File: src/rtl/msj_scan_pkg.sv
// Shared scan-state encoding, frame field positions and the frame acceptance check
// used by the MSJ angle scan scheduler.
package msj_scan_pkg;

  typedef enum logic [2:0] {
    ST_IDLE      = 3'd0,
    ST_SCAN_NEXT = 3'd1,
    ST_SETUP     = 3'd2,
    ST_WAIT      = 3'd3,
    ST_HOLD      = 3'd4,
    ST_FINISH    = 3'd5
  } scan_state_t;

  localparam int ANGLE_W      = 12;
  localparam int FRAME_W      = 16;
  localparam int ERR_FLAG_BIT = 12;

  // A frame is usable only with odd parity across all bits and the sensor error flag clear.
  function automatic logic frame_valid(input logic [FRAME_W-1:0] frame);
    return (^frame) && !frame[ERR_FLAG_BIT];
  endfunction

endpackage

File: src/rtl/msj_period_ticker.sv
// Free-running period counter; tick is high in the last count of each period.
// Counter is held at zero while enable is low, so the first tick lands PERIOD-1 clocks after enable.
module msj_period_ticker #(
  parameter int PERIOD = 50_000
) (
  input  logic clock,
  input  logic reset_n,
  input  logic enable,
  output logic tick
);

  localparam int CW = (PERIOD > 1) ? $clog2(PERIOD) : 1;
  localparam logic [CW-1:0] LAST = CW'(PERIOD - 1);

  logic [CW-1:0] count;

  always_ff @(posedge clock or negedge reset_n) begin
    if (!reset_n) begin
      count <= '0;
    end else if (!enable || count == LAST) begin
      count <= '0;
    end else begin
      count <= count + CW'(1);
    end
  end

  assign tick = enable && (count == LAST);

endmodule

File: src/rtl/msj_angle_scan_scheduler.sv
// Walks enabled angle-sensor slots once per update period over a shared SPI master,
// publishing checked angles with a one-cycle per-slot strobe and sticky error/overrun flags.
module msj_angle_scan_scheduler
  import msj_scan_pkg::*;
#(
  parameter int NUMBER_OF_SENSORS = 6,
  parameter int CLOCK_SPEED_HZ    = 50_000_000,
  parameter int UPDATE_FREQ_HZ    = 1000,
  parameter int CS_SETUP_CYCLES   = 4,
  parameter int CS_HOLD_CYCLES    = 4,
  parameter int TIMEOUT_CYCLES    = 1024
) (
  input  logic                                   clock,
  input  logic                                   reset_n,
  input  logic                                   enable,
  input  logic [NUMBER_OF_SENSORS-1:0]           sensor_mask,
  input  logic                                   clear_errors,
  output logic                                   spi_start,
  input  logic                                   spi_done,
  input  logic [FRAME_W-1:0]                     spi_rx_data,
  output logic [NUMBER_OF_SENSORS-1:0]           ss_n_o,
  output logic [ANGLE_W*NUMBER_OF_SENSORS-1:0]   angle_o,
  output logic [NUMBER_OF_SENSORS-1:0]           cycle_o,
  output logic [NUMBER_OF_SENSORS-1:0]           sensor_error_o,
  output logic                                   overrun_o,
  output logic                                   scan_done_o,
  output logic                                   busy_o
);

  localparam int NS      = NUMBER_OF_SENSORS;
  localparam int PERIOD  = CLOCK_SPEED_HZ / UPDATE_FREQ_HZ;
  localparam int SLOT_W  = $clog2(NS + 1);
  localparam int MAX_SH  = (CS_SETUP_CYCLES > CS_HOLD_CYCLES) ? CS_SETUP_CYCLES : CS_HOLD_CYCLES;
  localparam int CNT_MAX = (TIMEOUT_CYCLES > MAX_SH) ? TIMEOUT_CYCLES : MAX_SH;
  localparam int CNT_W   = $clog2(CNT_MAX + 1);

  scan_state_t         state;
  logic [SLOT_W-1:0]   slot;
  logic [CNT_W-1:0]    cnt;
  logic [FRAME_W-1:0]  rx_frame;
  logic                chk_pend;
  logic                tick;
  logic [NS-1:0]       sel;
  logic [NS-1:0]       err_set;
  logic                ovr_set;

  msj_period_ticker #(.PERIOD(PERIOD)) u_ticker (
    .clock   (clock),
    .reset_n (reset_n),
    .enable  (enable),
    .tick    (tick)
  );

  // One-hot of the current slot; all zeros once slot has walked past the last sensor.
  assign sel         = NS'(1) << slot;
  assign busy_o      = (state != ST_IDLE) && (state != ST_FINISH);
  assign scan_done_o = (state == ST_FINISH);
  assign ovr_set     = tick && busy_o;

  always_comb begin
    err_set = '0;
    if (state == ST_WAIT && !spi_done && cnt == CNT_W'(TIMEOUT_CYCLES - 1)) err_set = sel;
    if (chk_pend && !frame_valid(rx_frame)) err_set = sel;
  end

  always_ff @(posedge clock or negedge reset_n) begin
    if (!reset_n) begin
      sensor_error_o <= '0;
      overrun_o      <= 1'b0;
    end else begin
      sensor_error_o <= (clear_errors ? '0 : sensor_error_o) | err_set;
      overrun_o      <= (clear_errors ? 1'b0 : overrun_o) | ovr_set;
    end
  end

  always_ff @(posedge clock or negedge reset_n) begin
    if (!reset_n) begin
      state     <= ST_IDLE;
      slot      <= '0;
      cnt       <= '0;
      rx_frame  <= '0;
      chk_pend  <= 1'b0;
      spi_start <= 1'b0;
      ss_n_o    <= '1;
      angle_o   <= '0;
      cycle_o   <= '0;
    end else begin
      spi_start <= 1'b0;
      cycle_o   <= '0;
      chk_pend  <= 1'b0;

      if (chk_pend && frame_valid(rx_frame)) begin
        cycle_o <= sel;
        for (int k = 0; k < NS; k++) begin
          if (sel[k]) angle_o[k*ANGLE_W +: ANGLE_W] <= rx_frame[ANGLE_W-1:0];
        end
      end

      case (state)
        ST_IDLE: begin
          if (tick) begin
            state <= ST_SCAN_NEXT;
            slot  <= '0;
          end
        end
        ST_SCAN_NEXT: begin
          if (slot == SLOT_W'(NS)) begin
            state <= ST_FINISH;
          end else if ((sensor_mask & sel) == '0) begin
            slot <= slot + SLOT_W'(1);
          end else begin
            ss_n_o <= ~sel;
            cnt    <= '0;
            state  <= ST_SETUP;
          end
        end
        ST_SETUP: begin
          if (cnt == CNT_W'(CS_SETUP_CYCLES - 1)) begin
            spi_start <= 1'b1;
            cnt       <= '0;
            state     <= ST_WAIT;
          end else begin
            cnt <= cnt + CNT_W'(1);
          end
        end
        ST_WAIT: begin
          // The completing cycle already counts as the first hold clock.
          if (spi_done) begin
            rx_frame <= spi_rx_data;
            chk_pend <= 1'b1;
            cnt      <= CNT_W'(1);
            state    <= ST_HOLD;
          end else if (cnt == CNT_W'(TIMEOUT_CYCLES - 1)) begin
            cnt   <= CNT_W'(1);
            state <= ST_HOLD;
          end else begin
            cnt <= cnt + CNT_W'(1);
          end
        end
        ST_HOLD: begin
          if (cnt >= CNT_W'(CS_HOLD_CYCLES - 1)) begin
            ss_n_o <= '1;
            slot   <= slot + SLOT_W'(1);
            state  <= ST_SCAN_NEXT;
          end else begin
            cnt <= cnt + CNT_W'(1);
          end
        end
        ST_FINISH: begin
          // A tick landing on the finish cycle starts the next scan rather than being lost.
          if (tick) begin
            state <= ST_SCAN_NEXT;
            slot  <= '0;
          end else begin
            state <= ST_IDLE;
          end
        end
        default: state <= ST_IDLE;
      endcase
    end
  end

endmodule

File: config.mk
export PLATFORM = sky130hd
export DESIGN_NAME = msj_angle_scan_scheduler
export DESIGN_NICKNAME = d
export VERILOG_FILES = /design/src/rtl/msj_scan_pkg.sv /design/src/rtl/msj_period_ticker.sv /design/src/rtl/msj_angle_scan_scheduler.sv
export SDC_FILE = /design/constraint.sdc
export NUM_CORES = 1
export LEC_CHECK = 0
export CAP_MARGIN = 20
export CORE_MARGIN = 2
export CORE_UTILIZATION = 50
export DETAILED_ROUTE_END_ITERATION = 12
export HOLD_SLACK_MARGIN = 0.08
export PLACE_DENSITY = 0.83
export SYNTH_ARGS = -nofsm -noshare
export SYNTH_HDL_FRONTEND = slang
export SYNTH_SLANG_ARGS = --single-unit
File: constraint.sdc
create_clock -name clock -period 2.75 [get_ports clock]
set_input_delay 0.275 -clock clock [delete_from_list [all_inputs] [get_ports clock]]
set_output_delay 0.275 -clock clock [all_outputs]
set_load 0.02 [all_outputs]
# After elaboration in Yosys (flattened, before gate mapping)
# Index checks and enable logic that the tools add are counted.
# Widths: inputs -> output; s select.
[totals] ff_bits=142 inputBits=27 elab_cells=113
[op_classes] n_addsub=3 magnitude_cmp=1 n_eq_ne=20 shifts=1 n_mux=35 bitwise=4 n_reduce_logical=32
[ops] cell="$mux 11" n=6
[ops] cell="$pmux 11 s4" n=1
[ops] cell="$mux 6" n=7
[ops] cell="$mux 3" n=11
[ops] cell="$pmux 3 s6" n=1
[ops] cell="$add 16x1->16 const B" n=1
[ops] cell="$eq 16x16->1 const B" n=1
[ops] cell="$mux 16" n=1
[ops] cell="$reduce_xor 16->1" n=1
[ops] cell="$ne 2x2->1 const B" n=7
[ops] cell="$reduce_and 2->1" n=7
[ops] cell="$pmux 6 s2" n=1
[ops] cell="$add 11x1->11 const B" n=1
[ops] cell="$eq 11x10->1 const B" n=1
[ops] cell="$eq 11x2->1 const B" n=1
[ops] cell="$ge 11x2->1 const B" n=1
[ops] cell="$reduce_and 5->1" n=2
[ops] cell="$eq 3x3->1 const B" n=3
[ops] cell="$pmux 3 s3" n=1
[ops] cell="$logic_and 1x1->1" n=8
[ops] cell="$reduce_and 4->1" n=2
[ops] cell="$and 6x6->6" n=1
[ops] cell="$eq 3x2->1 const B" n=2
[ops] cell="$logic_not 6->1" n=1
[ops] cell="other kinds (17)" n=27

# Depth between registers and ports, before layout
[logic_depth] word_depth=6 mapped_depth=8

# Modules after synthesis
# A second synthesis with hierarchy kept.
[unflattened] cells_unflattened=499 hier_area_um2=6401.1
[by_module_without_submodules] mod="msj_angle_scan_scheduler" instances=1 cells_per_inst=417 area_each_um2=5589.1 seq_area_each_um2=3160.5
[by_module_without_submodules] mod="msj_period_ticker" instances=1 cells_per_inst=82 area_each_um2=812.0 seq_area_each_um2=400.4

# Worst setup path after synthesis
# Ideal clock, no wire load.
[synth_path] kind="register to register" startpoint="register slot[0]" endpoint="register ss_n_o[0]" setup_ps=82 t_arrival_ps=2389 path_slack_ps=279 path_stages_with_launch=8 n_path_buf=0 period_less_slack_ps=2471 cell_sequence="dfrtp_1 -> inv_1 -> ha_1 -> nor2b_1 -> a22oi_1 -> a221o_1 -> a21oi_1 -> mux2_2"
[synth_via] elab_chain_len=5 word_cells_on_any_way=11
[synth_lines] item="from (decl)" line="msj_angle_scan_scheduler.sv:38" source="logic [SLOT_W-1:0] slot;"
[synth_lines] item="from (signal assigned)" line="msj_angle_scan_scheduler.sv:110" source="slot <= slot + SLOT_W'(1);"
[synth_lines] item="from (signal assigned)" line="msj_angle_scan_scheduler.sv:143" source="slot <= slot + SLOT_W'(1);"
[synth_lines] item="$shl 1x3->6" line="msj_angle_scan_scheduler.sv:55" source="assign sel = NS'(1) << slot;"
[synth_lines] item="$and 6x6->6 or $not 6->6 (tied branches)" line="msj_angle_scan_scheduler.sv:109, msj_angle_scan_scheduler.sv:112"
[synth_lines] item="$logic_not 6->1 or $mux 6 (tied branches)" line="msj_angle_scan_scheduler.sv:109" source="end else if ((sensor_mask & sel) == '0) begin"
[synth_lines] item="$ne 2x2->1 (no line) or $mux 6 (tied branches)"
[synth_lines] item="$reduce_and 4->1 (no line) or $pmux 6 s2 (tied branches)"
[synth_lines] item="to (signal assigned)" line="msj_angle_scan_scheduler.sv:112" source="ss_n_o <= ~sel;"
[synth_lines] item="to (decl)" line="msj_angle_scan_scheduler.sv:21" source="output logic [NUMBER_OF_SENSORS-1:0] ss_n_o,"
# Several ways; a longest one is shown, not always the timed one. The select of a mux whose other input is x is not followed.
# A chain may end at the register's enable or synchronous reset.

# Worst setup path after layout
[layout_path] startpoint="register rx_frame[10]" endpoint="register angle_o[10]"
[layout_via] elab_chain_len=4
[layout_lines] item="from (decl)" line="msj_angle_scan_scheduler.sv:40" source="logic [FRAME_W-1:0] rx_frame;"
[layout_lines] item="from (signal assigned)" line="msj_angle_scan_scheduler.sv:129" source="rx_frame <= spi_rx_data;"
[layout_lines] item="$reduce_xor 16->1" line="msj_scan_pkg.sv:20" source="return (^frame) && !frame[ERR_FLAG_BIT];"
[layout_lines] item="$logic_and 1x1->1" line="msj_scan_pkg.sv:20"
[layout_lines] item="$logic_and 1x1->1" line="msj_angle_scan_scheduler.sv:92" source="if (chk_pend && frame_valid(rx_frame)) begin"
[layout_lines] item="$reduce_and 2->1 (no line)"
[layout_lines] item="to (signal, indexed assignment)" line="msj_angle_scan_scheduler.sv:95" source="if (sel[k]) angle_o[k*ANGLE_W +: ANGLE_W] <= rx_frame[ANGLE_W-1:0];"
[layout_lines] item="to (decl)" line="msj_angle_scan_scheduler.sv:22" source="output logic [ANGLE_W*NUMBER_OF_SENSORS-1:0] angle_o,"
# Several ways; a longest one is shown, not always the timed one.

==> results.py <==
metrics = {
    "outcome": {
        "status": "finished, final reports clean",
    },
    "routing": {
        "drt_pass1_iterations": 5,
        "drc": 0,
        "drt_iter0_markers": 311,
        "vias_per_cell": 5.547,
        "drt_wl_total_mm": 15.75,
        "detail-route-antenna-nets": 0,
        "vias": 4587,
        "wl_per_cell_um": 19.05,
    },
    "clock_network": {
        "cts_buffers": 17,
        "cts-resized-gates": 0,
        "cts.sink_count": 142,
        "root_buffer": "clkbuf_16",
        "tritoncts": "yes",
        "htree_levels": 4,
        "post_cts_buffers": 0,
        "cts_hold_buf": 1,
        "clk-insertion-delay-late_ns": 0.42,
        "clkTransAtPathRegs_ns": 0.06,
        "cts_buffer_depth": 2,
    },
    "worst_setup_path": {
        "arrival_ns": 2.76,
        "cp-start-kind": "flip-flop",
        "r2r_start": "rx_frame[10]",
        "cp-end-kind": "flip-flop",
        "r2r-end": "angle_o[10]",
        "r2r_slack_ns": 0.29,
        "worstPathRequired_ns": 3.05,
        "critPathKind": "flip-flop to flip-flop",
        "r2r_cells": 5,
        "path_max_fanout": 13,
    },
    "layout": {
        "fillers": 886,
        "mostFrequentLayoutCell": "dfrtp_1",
        "finalNetCount": 676,
        "multi_input_area_um2": 2673,
        "final_cell_count_no_fill": 827,
        "layout-drive-gt1-share_pct": 25.34,
        "area_growth_pct": 32.53,
        "final_cell_mix": "dfrtp_1, clkdlybuf4s50_1, mux2_2",
        "regArea_um2": 3561,
        "num_antenna_cells": 0,
    },
    "synthesis": {
        "synth_fp_nets": 534,
        "synth_cells": 500,
        "seq_area_frac_synth_pct": 55.50,
        "synth_top_family_by_area": "multiplexers",
        "ys.flop_type": "dfrtp_1",
        "synth_seq_cells": 142,
        "ys_types": 55,
        "synth-xor-area-share_pct": 3.920,
        "syn_area_per_cell_um2": 12.83,
        "synth_edf_count": 0,
        "synthAdderAreaFrac_pct": 1.365,
        "synth_compound_area_share_pct": 6.689,
        "yosysWarnings": 0,
        "syn-cell-area_um2": 6416,
        "muxShareOfSynthArea_pct": 18.94,
        "yosys.area_share.simple_pct": 10.74,
        "async_flop_share_pct": 100.0,
    },
    "flow_run": {
        "maxCapViolations": 0,
    },
    "placement": {
        "placedCellCount": 794,
        "dpl.hpwl_mm": 10.50,
        "io_buffers": 120,
        "gp_congestion": 0.8258,
    },
    "sta": {
        "max_slew_margin_pct": 51.49,
        "setup_viol": 0,
        "skew_ns": 0.01097,
        "fin_setup_tns_ns": 0,
        "fin_crit_sh_pct": 89.60,
        "rsz0062_at_grt": "false",
        "worst_pin_slew_ns": 0.7228,
        "fmaxAchievable_mhz": 405.8,
        "drv_slew": 0,
        "post-route-min-period_ns": 2.464,
        "hold_viol": 0,
    },
    "pwr": {
        "ir_worst_vdd_v": 0.0006994,
        "power.leakage_uw": 0.003968,
        "p_per_area_nw_per_um2": 921.9,
    },
    "grt": {
        "grt_pass1_vias": 4790,
        "grt_pass1_wl_mm": 25.34,
        "grt_max_degree": 78,
        "groute.usage.overall_pct": 24.58,
        "overflow": 0,
        "antenna_found_initial": 0,
    },
    "floorplan": {
        "start_util_pct": 51.05,
        "rows": 41,
        "io_pins": 121,
        "die-area_um2": 13750,
        "die_w_um": 117.3,
        "die_height_um": 117.3,
        "coreArea_um2": 12570,
    },
    "hold_path": {
        "hold_path_class": "input pin to asynchronous set/reset pin",
    },
}
-- sequential cells by signal, summed over array words and instances (netlist names) --
signal,count
ss_n_o,6
cnt,11
slot,3
sensor_error_o,6
chk_pend,1
rx_frame,16
u_ticker.count,16
state,3
cycle_o,6
spi_start,1
overrun_o,1
angle_o,72
-- worst max-delay path, stage by stage, from the launching register on --
cell	delay, ns
dfrtp_1	0.39
xnor3_1	0.38
xnor3_1	0.41
xnor3_1	0.41
nand3b_4	0.36
mux2_2	0.38
-- stage by stage --
step           instance area, um^2  utilization, %  hold WS, ns  setup slack [ns]  total power (uW)
4_1_cts                       8503           67.66       0.4564            0.2750              7874
3_5_place_dp                  7889           62.77       0.3524            0.3372              5503
3_3_place_gp                  7889           62.77       0.3333            0.3742              5428
5_1_grt                       8503           67.66       0.4662            0.1600              8190
6_report                      8503           67.66       0.4457            0.2859              7839
2_1_floorplan                 6416               -     -0.02059            0.2791              4590
-- power breakdown --
group          switching [uW]  leakage, uW  internal, uW
Clock                     882     0.000298          1450
Sequential                333      0.00194          2400
Combinational            1380      0.00173          1390
Total                    2590      0.00397          5250
-- how the worst max path moves through the flow --
stage               cells after the start          end  slack [ns]               start
finish                                  5  angle_o[10]        0.29        rx_frame[10]
detailed placement                      6      slot[2]        0.34  u_ticker.count[13]
global route                            5       busy_o        0.16            state[2]
global placement                        6      slot[0]        0.37  u_ticker.count[13]
CTS                                     5  angle_o[23]        0.27        rx_frame[10]
floorplan                               7    ss_n_o[0]        0.28             slot[0]
-- per-layer routing --
| metal | share of wire (%) | global-route usage [%] | vias to the layer above | routed length (um) |
|---|---|---|---|---|
| met4 | 1.4 | 7.373 | 0 | 226 |
| met3 | 7.8 | 9.835 | 20 | 1236 |
| met5 | 0 | 0 | - | 0 |
| met2 | 50 | 40.34 | 143 | 7871 |
| li1 | - | - | 2074 | - |
| met1 | 41 | 30.11 | 2350 | 6418 |
-- cells in the mapped netlist (2+ instances only) --
cell / number / share of area, %
a21oi_1: 5 / 0.39
a22oi_1: 6 / 0.70
a31oi_1: 4 / 0.39
a32oi_1: 4 / 0.55
and2_1: 2 / 0.19
and4_1: 2 / 0.27
buf_2: 2 / 0.16
buf_4: 3 / 0.35
buf_6: 3 / 0.53
clkbuf_1: 8 / 0.47
dfrtp_1: 136 / 53
dfstp_2: 6 / 2.5
ha_1: 7 / 1.4
inv_1: 21 / 1.2
mux2_2: 71 / 12
mux2_4: 27 / 6.3
nand2_1: 27 / 1.6
nand2b_1: 5 / 0.49
nand3_1: 16 / 1.2
nand3b_4: 3 / 0.94
nand4_1: 9 / 0.88
nor2_1: 30 / 1.8
nor2_2: 4 / 0.39
nor2b_1: 7 / 0.68
nor3_1: 6 / 0.47
nor4_1: 4 / 0.39
o211ai_1: 7 / 0.82
o21ai_0: 12 / 0.94
o221ai_1: 6 / 0.82
o22ai_1: 5 / 0.49
o2bb2ai_1: 2 / 0.27
or2_2: 3 / 0.29
or3_1: 3 / 0.29
or4_1: 2 / 0.23
xnor2_1: 15 / 2.0
xnor3_1: 3 / 1.1
xor2_1: 6 / 0.82
-- logic make-up (layout without fill, tap and decap cells) --
logic type | after synthesis | count (layout)
adder cells (fa/ha/maj) | 7 | 7
multiplexers | 99 | 99
AND/OR/NAND/NOR | 128 | 128
AO/OA/AOI/OAI | 61 | 61
XOR/XNOR | 24 | 24
flip-flops | 142 | 142
buffers and inverters | 39 | 194
-- area by class of cell --
type                    instances  area share, %
well taps                     172          2.531
multi-input cells             319          31.43
clock inverters                13          1.898
repair buffers                140          16.08
flip-flops and latches        142          41.88
clock buffers                  19          5.209
inverters                      22         0.9712
Note: power is estimated with default switching activity, not from simulation.
